## src/rtl/accum_pkg.sv

```systemverilog
// Shared types and default widths for the packet accumulator stage.
package accum_pkg;

    localparam int N_DEF  = 4;
    localparam int CW_DEF = 8;

    typedef enum logic [1:0] {
        IDLE  = 2'd0,
        ACCUM = 2'd1,
        HOLD  = 2'd2
    } state_t;

endpackage : accum_pkg

```

## src/rtl/accum_stage_if.sv

```systemverilog
// Operand-in / result-out handshake bundle for accum_stage.
interface accum_stage_if
    import accum_pkg::*;
#(
    parameter int N  = N_DEF,
    parameter int CW = CW_DEF
);

    logic          in_valid;
    logic          in_ready;
    logic [N-1:0]  in_data;
    logic          in_last;
    logic          out_valid;
    logic          out_ready;
    logic [N-1:0]  out_sum;
    logic          out_ovf;
    logic [CW-1:0] out_count;

    modport master (
        output in_valid, in_data, in_last, out_ready,
        input  in_ready, out_valid, out_sum, out_ovf, out_count
    );

    modport slave (
        input  in_valid, in_data, in_last, out_ready,
        output in_ready, out_valid, out_sum, out_ovf, out_count
    );

endinterface : accum_stage_if

```

## src/rtl/ripple_carry_adder.sv

```systemverilog
// N-bit ripple-carry adder built from a chain of full-adder cells.
module ripple_carry_adder #(
    parameter int N = 4
) (
    input  logic [N-1:0] a,
    input  logic [N-1:0] b,
    input  logic         cin,
    output logic [N-1:0] sum,
    output logic         cout
);

    logic [N:0] carry;

    assign carry[0] = cin;

    for (genvar i = 0; i < N; i++) begin : g_fa
        assign sum[i]     = a[i] ^ b[i] ^ carry[i];
        assign carry[i+1] = (a[i] & b[i]) | (carry[i] & (a[i] ^ b[i]));
    end

    assign cout = carry[N];

endmodule : ripple_carry_adder

```

## src/rtl/accum_stage.sv

```systemverilog
// Sums the beats of a packet, tracks carry-out and beat count, and holds the
// result until downstream takes it.
module accum_stage
    import accum_pkg::*;
#(
    parameter int N  = N_DEF,
    parameter int CW = CW_DEF
) (
    input  logic          clk,
    input  logic          rst_n,
    accum_stage_if.slave  bus
);

    state_t        state, state_nxt;
    logic [N-1:0]  acc,   acc_nxt;
    logic          ovf,   ovf_nxt;
    logic [CW-1:0] count, count_nxt;

    logic [N-1:0]  add_sum;
    logic          add_cout;
    logic          accept;

    ripple_carry_adder #(.N(N)) u_adder (
        .a    (acc),
        .b    (bus.in_data),
        .cin  (1'b0),
        .sum  (add_sum),
        .cout (add_cout)
    );

    assign bus.in_ready  = (state != HOLD);
    assign bus.out_valid = (state == HOLD);
    assign bus.out_sum   = acc;
    assign bus.out_ovf   = ovf;
    assign bus.out_count = count;

    assign accept = bus.in_valid && bus.in_ready;

    // NOTE: every next-state signal gets its hold value first so no path
    // through the case leaves it unassigned and infers a latch.
    always_comb begin
        state_nxt = state;
        acc_nxt   = acc;
        ovf_nxt   = ovf;
        count_nxt = count;
        unique case (state)
            IDLE: begin
                if (accept) begin
                    acc_nxt   = bus.in_data;
                    ovf_nxt   = 1'b0;
                    count_nxt = CW'(1);
                    state_nxt = bus.in_last ? HOLD : ACCUM;
                end
            end
            ACCUM: begin
                if (accept) begin
                    acc_nxt   = add_sum;
                    ovf_nxt   = ovf | add_cout;
                    count_nxt = (count == '1) ? count : count + CW'(1);
                    state_nxt = bus.in_last ? HOLD : ACCUM;
                end
            end
            HOLD: begin
                // Result registers stay put so the next packet's first beat
                // is the only thing that clears them.
                if (bus.out_ready) begin
                    state_nxt = IDLE;
                end
            end
            default: begin
                state_nxt = IDLE;
            end
        endcase
    end

    // NOTE: state registers use non-blocking assignments so all of them
    // update together from the values sampled before the edge.
    // NOTE: the whole datapath is reset (no memories here), so an aborted
    // packet never leaks a partial sum into the next one.
    always_ff @(posedge clk or negedge rst_n) begin
        if (!rst_n) begin
            state <= IDLE;
            acc   <= '0;
            ovf   <= 1'b0;
            count <= '0;
        end else begin
            state <= state_nxt;
            acc   <= acc_nxt;
            ovf   <= ovf_nxt;
            count <= count_nxt;
        end
    end

endmodule : accum_stage

```

## src/flat_wrapper.sv

```systemverilog
// flat-port wrapper written by rule: the top's interface ports become plain ports
module accum_stage_flat import accum_pkg::*;
#(
    parameter int N  = N_DEF,
    parameter int CW = CW_DEF
)
  (clk, rst_n, bus_in_valid, bus_in_data, bus_in_last, bus_out_ready, bus_in_ready, bus_out_valid, bus_out_sum, bus_out_ovf, bus_out_count);
  accum_stage_if #(.N(N), .CW(CW)) bus_i ();
  input  logic clk;
  input  logic rst_n;
  input wire logic [$bits(bus_i.in_valid)-1:0] bus_in_valid;
  input wire logic [$bits(bus_i.in_data)-1:0] bus_in_data;
  input wire logic [$bits(bus_i.in_last)-1:0] bus_in_last;
  input wire logic [$bits(bus_i.out_ready)-1:0] bus_out_ready;
  output wire logic [$bits(bus_i.in_ready)-1:0] bus_in_ready;
  output wire logic [$bits(bus_i.out_valid)-1:0] bus_out_valid;
  output wire logic [$bits(bus_i.out_sum)-1:0] bus_out_sum;
  output wire logic [$bits(bus_i.out_ovf)-1:0] bus_out_ovf;
  output wire logic [$bits(bus_i.out_count)-1:0] bus_out_count;
  assign bus_i.in_valid = bus_in_valid;
  assign bus_i.in_data = bus_in_data;
  assign bus_i.in_last = bus_in_last;
  assign bus_i.out_ready = bus_out_ready;
  assign bus_in_ready = bus_i.in_ready;
  assign bus_out_valid = bus_i.out_valid;
  assign bus_out_sum = bus_i.out_sum;
  assign bus_out_ovf = bus_i.out_ovf;
  assign bus_out_count = bus_i.out_count;
  accum_stage #(.N(N), .CW(CW)) u_core (.clk(clk), .rst_n(rst_n), .bus(bus_i));
endmodule
```

## config.mk

```make
export PLATFORM = sky130hd
export DESIGN_NAME = accum_stage_flat
export DESIGN_NICKNAME = d
export VERILOG_FILES = /design/src/rtl/accum_pkg.sv /design/src/rtl/accum_stage_if.sv /design/src/rtl/ripple_carry_adder.sv /design/src/rtl/accum_stage.sv /design/src/flat_wrapper.sv
export SDC_FILE = /design/constraint.sdc
export NUM_CORES = 1
export LEC_CHECK = 0
export ABC_AREA = 1
export BUFFER_PORTS_ARGS = -buffer_cell sky130_fd_sc_hd__buf_2
export CAP_MARGIN = 20
export CORE_MARGIN = 2
export CORE_UTILIZATION = 45
export CTS_CLUSTER_DIAMETER = 200
export CTS_CLUSTER_SIZE = 10
export DETAILED_ROUTE_END_ITERATION = 6
export MAX_ROUTING_LAYER = met4
export PLACE_DENSITY = 0.7
export SYNTH_ARGS = -nofsm -noshare
export SYNTH_HDL_FRONTEND = slang
export SYNTH_SLANG_ARGS = --single-unit
```

## constraint.sdc

```tcl
create_clock -name clk -period 1.72 [get_ports clk]
set_input_delay 0.344 -clock clk [delete_from_list [all_inputs] [get_ports clk]]
set_output_delay 0.344 -clock clk [all_outputs]
set_load 0.02 [all_outputs]
```

# Word level (Yosys, flattened, before mapping)
# Index checks and enable logic that the tools add are counted.
[totals]
word_cells = 53
out_inout_bits = 15
mem_bits_ro = 0
memories = 0
reg_bits = 15
ramBits = 0
latchBits = 0
input_bits = 9
[op_classes]
bitwise = 18
n_reduce_logical = 7
div_mod_pow = 0
eq_ne = 9
shifts = 0
n_addsub = 1
n_lt_le_gt_ge = 0
mux = 14
n_mul = 0
[ops]
columns = ["operator", "count"]
rows = [
  ["$mux 8", 3],
  ["$pmux 8 s2", 1],
  ["$add 8x1->8 const B", 1],
  ["$eq 8x8->1 const B", 1],
  ["$mux 4", 2],
  ["$pmux 4 s2", 1],
  ["$and 1x1->1", 7],
  ["$xor 1x1->1", 7],
  ["$mux 2", 3],
  ["$ne 2x1->1 const B", 3],
  ["$ne 2x2->1 const B", 3],
  ["$or 1x1->1", 4],
  ["$pmux 2 s2", 1],
  ["$reduce_and 4->1", 1],
  ["$reduce_and 3->1", 1],
  ["$eq 2x1->1 const B", 1],
  ["$eq 2x2->1 const B", 1],
  ["$logic_not 2->1", 1],
  ["$mux 1", 2],
  ["$pmux 1 s2", 1],
  ["$reduce_and 2->1", 1],
  ["$reduce_bool 2->1", 1],
  ["$reduce_or 2->1", 1],
  ["$logic_and 1x1->1", 1],
]

# Logic depth before layout (Yosys ltp)
[logic_depth]
word_depth = 10
ltp_mapped = 8
mapped_depth_nobuf = 8

# Cells and area by module
# A second synthesis with hierarchy kept.
[unflattened]
cells_unflattened = 122
area_unflattened_um2 = 950.9
[modules_own_cells]
columns = ["mod", "n_inst", "cells_per_inst", "seq_area_each_um2", "area_each_um2"]
rows = [
  ["accum_stage", 1, 108, 375.4, 833.3],
  ["ripple_carry_adder", 1, 14, 0.0, 117.6],
]

# Worst setup path before layout
# OpenSTA, ideal clock, no wires.
[synth_timing]
kind = "reg2reg"
from = "register u_core.acc[0] (netlist: u_core.bus.out_sum[0])"
to = "register u_core.acc[3] (netlist: u_core.bus.out_sum[3])"
stages_incl_launch_ff = 9
synth_period_minus_slack_ps = 2018
path_slack_ps = -298
n_path_buf = 0
t_arrival_ps = 1892
setup_ps = 126
path_cell_list = "dfrtp_1 ha_1 inv_1 fa_1 inv_1 fa_1 fa_1 o21ai_0 o21ai_0"
[synth_via]
elab_chain_cells = 8
[synth_lines]
columns = ["element", "line", "text"]
rows = [
  ["start, declared", "accum_stage.sv:15", "logic [N-1:0] acc, acc_nxt;"],
  ["start signal, assigned", "accum_stage.sv:88", "acc <= acc_nxt;"],
  ["$and 1x1->1 (2 in series)", "ripple_carry_adder.sv:18", "assign carry[i+1] = (a[i] & b[i]) | (carry[i] & (a[i] ^ b[i]));"],
  ["$or 1x1->1", "ripple_carry_adder.sv:18", ""],
  ["$and 1x1->1", "ripple_carry_adder.sv:18", ""],
  ["$or 1x1->1", "ripple_carry_adder.sv:18", ""],
  ["$xor 1x1->1", "ripple_carry_adder.sv:17", "assign sum[i] = a[i] ^ b[i] ^ carry[i];"],
  ["$mux 4", "accum_stage.sv:56", "if (accept) begin"],
  ["$pmux 4 s2", "accum_stage.sv:46", "unique case (state)"],
]
# No other way between the ends. The select of a mux whose other input is x is not followed.
# A chain may end at the register's enable or synchronous reset.

# Worst setup path in the final report
# Ends and elaborated chain as after synthesis.

==> results.yml <==
run_status:
  run_status: "finished, violations left"
  violated_checks: "negative setup slack"
grt:
  grt.overflow.total: 0
  grt_max_degree: 16
  initial_antenna_violation_count: 0
  globalRouteTotalUtil_pct: 18.26
  first_pass_grt_wire_length_um: 3194
  grt_pass1_vias: 738
timing:
  timing.hold.ws_ns: 0.2499
  finalClockSkew_ns: 0.008297
  setup-tns-final_ns: -0.3523
  post-route-min-period_ns: 1.932
  slew_violations: 0
  finalSetupViolations: 2
  period_share_pct: 112.3
  worst-slew-pin-transition_ns: 0.4218
  grt_setup_unrepaired: "yes"
  max_slew_margin_pct: 71.85
  setup_slack_ns: -0.2116
  timing.final.hold_violations: 0
  timing_limited_maximum_frequency_ghz: 0.5177
critical_path:
  timing.critical_path.slowest_stage_cell: "fa_1"
  path_max_fanout: 2
  arrival_ns: 2.11
  slack_of_the_worst_reg_to_reg_path_ns: -0.21
  criticalPathCategory: "reg -> reg"
  crit_required_ns: 1.90
  worstPathCellList: "ha_4, inv_2, fa_2, inv_2, fa_2, fa_1, o21ai_1, o21ai_1"
  worst_setup_path_end_kind: "flip-flop"
  critical_path.max_stage_delay_ns: 0.44
  setup.worst_path.start_class: "flip-flop"
finish:
  instances_no_fill: 168
  antenna_cells: 0
  area_delta_synth_final_pct: 22.45
  fillCellCount: 180
  nets: 156
  drive_above_1_share_pct: 30.50
floorplan:
  die_area_sq_um: 2367
  floorplan.die.height_um: 48.65
  io_pins: 24
  die_x_um: 48.65
  start_util_pct: 46.68
  placementRows: 16
  core_area_sq_um: 1922
routing:
  avgViaCountPerCell: 4.798
  detail_route.drc_violations: 0
  wire_per_inst_um: 10.55
  detail-route-antenna-nets: 0
  detailedRoute.firstPassIterationCount: 4
  drt-initial-drc-count: 16
  num_vias: 806
  postRouteWirelength_um: 1773
synthesis:
  synthMostInstantiatedCell: "nand2_1"
  yosys_warnings: 0
  mappedNetlistArea_sq_um: 897.1
  synth_area_per_cell_sq_um: 7.939
  synth.yosys.seq_area_share_pct: 41.84
  synth_edf_count: 0
  mappedNetlistNets: 127
  post_synth_most_frequent_cells: "30 x nand2_1, 16 x inv_1, 15 x dfrtp_1"
  yosys.cell_types.count: 19
  yosys_most_used_dff: "dfrtp_1"
  post-synth-top-area-fraction_pct: 41.84
  synth.area.top_cells: "dfrtp_1 42%, nand2_1 13%, fa_1 6.7%"
  netlist.top_cell.by_area: "dfrtp_1"
  synth.ff_latch_count: 15
  async_reset_ff_share_pct: 100.0
  post_synth_inst_count: 113
place:
  dp_cells: 163
  place_worst_setup_slack_ns: -0.2851
  hpwl_um: 1335
  placer_congestion_estimate: 0.8276
  placement.io_buffers: 23
clock_tree:
  clock_tree.htree_level_count: 1
  cts.root.buffer_cell: "clkbuf_4"
  cts.clk_slew.worst_paths_ns: 0.10
  clockBufferDepth: 2
  post-cts-setup-buffer-count: 0
  cts_bufs_inserted: 3
  cts_tree: "yes"
  clkSinkCount: 15
  clkLatencyLatePin_ns: 0.28
power_and_ir_drop:
  total_leakage_power_nw: 0.5553
  power_per_cell_area_nw_per_um2: 844.8
  ir_worst_vdd_mv: 0.4851
hold_path:
  worstHoldPathType: "in -> reg"
flow_run:
  max_cap_violations: 0
-- worst max-delay path: cells and delay by family (launching register included) --
kind	cells	cell delay, ns
adder cells (fa/ha/maj)	4	1.11
buffers and inverters	2	0.08
flip-flops	1	0.43
AO/OA/AOI/OAI	2	0.21
-- power breakdown --
part	leakage [nW]	internal [mW]	switching, mW	total (mW)
clock	0.0150	0.0898	0.114	0.204
combinational	0.346	0.113	0.180	0.294
sequential	0.194	0.393	0.0376	0.431
-- cells in the final DEF (no fill, tap or decap), types with 3 or more instances in the layout --
master	instances
clkbuf_4	3
nand2_1	30
nor2_1	10
o21ai_2	3
o21ai_0	6
o21ai_1	9
nand3_1	8
inv_1	14
dfrtp_1	13
nand2_2	3
buf_2	23
-- registers in the layout (all words and copies together) (netlist names) --
signal and flops:
u_core.bus.out_ovf 1, u_core.bus.out_sum 4, u_core.state 2, u_core.bus.out_count 8
-- metrics by stage --
stage | util (%) | instance area [sq um] | total power [mW]
2_1_floorplan | - | 914.6 | 0.6247
3_3_place_gp | 55.14 | 1060 | 0.7178
3_5_place_dp | 55.14 | 1060 | 0.7290
4_1_cts | 57.03 | 1096 | 0.9349
5_1_grt | 57.16 | 1099 | 1.001
6_report | 57.16 | 1099 | 0.9280
-- worst paths after layout --
check | cells past startpoint | endpoint | startpoint
worst max-delay path | 8 | u_core.bus.out_sum[3] | u_core.bus.out_sum[0]
min in group asynchronous | 2 | u_core.bus.out_count[2] | rst_n
max in group asynchronous | 2 | u_core.bus.out_sum[0] | rst_n
worst min-delay path | 2 | u_core.state[1] | bus_out_ready
worst min register to register | 2 | u_core.bus.out_ovf | u_core.bus.out_ovf
worst max register to register | 8 | u_core.bus.out_sum[3] | u_core.bus.out_sum[0]
-- cells by family after synthesis --
group                      after synthesis  synth area share (%)
AOI/OAI and AO/OA                       21                 13.67
xor gates and xnor gates                 1                0.9765
adders and majority gates                5                 9.484
buffers and inverters                   18                 8.787
DFF                                     15                 41.84
and+or+nand+nor                         53                 25.25
-- cell type report --
cell class	count	area, sq um	area share, %
flip-flops and latches	15	377.9	34.40
repair buffers	26	140.1	12.76
multi-input cells	80	460.4	41.91
clock buffers	4	26.28	2.392
inverters	16	60.06	5.467
well taps	27	33.78	3.075
-- routing by layer --
| layer | wire [um] | part of all wire [%] | track usage (%) | vias to the layer above |
|---|---|---|---|---|
| li1 | - | - | - | 413 |
| met1 | 796 | 45 | 21.96 | 370 |
| met2 | 864 | 49 | 29.22 | 21 |
| met3 | 88 | 5.0 | 4.012 | 2 |
| met4 | 23 | 1.3 | 8.571 | 0 |
| met5 | 0 | 0 | - | - |
-- repair_timing --
action	in CTS	in global routing
gates resized for setup	0	3
pin swaps	1	2
endpoints found under the setup margin	2	3
hold buffers	1	0
endpoints found under the hold margin	15	0
No activity file was read; power rests on OpenSTA's default activity.
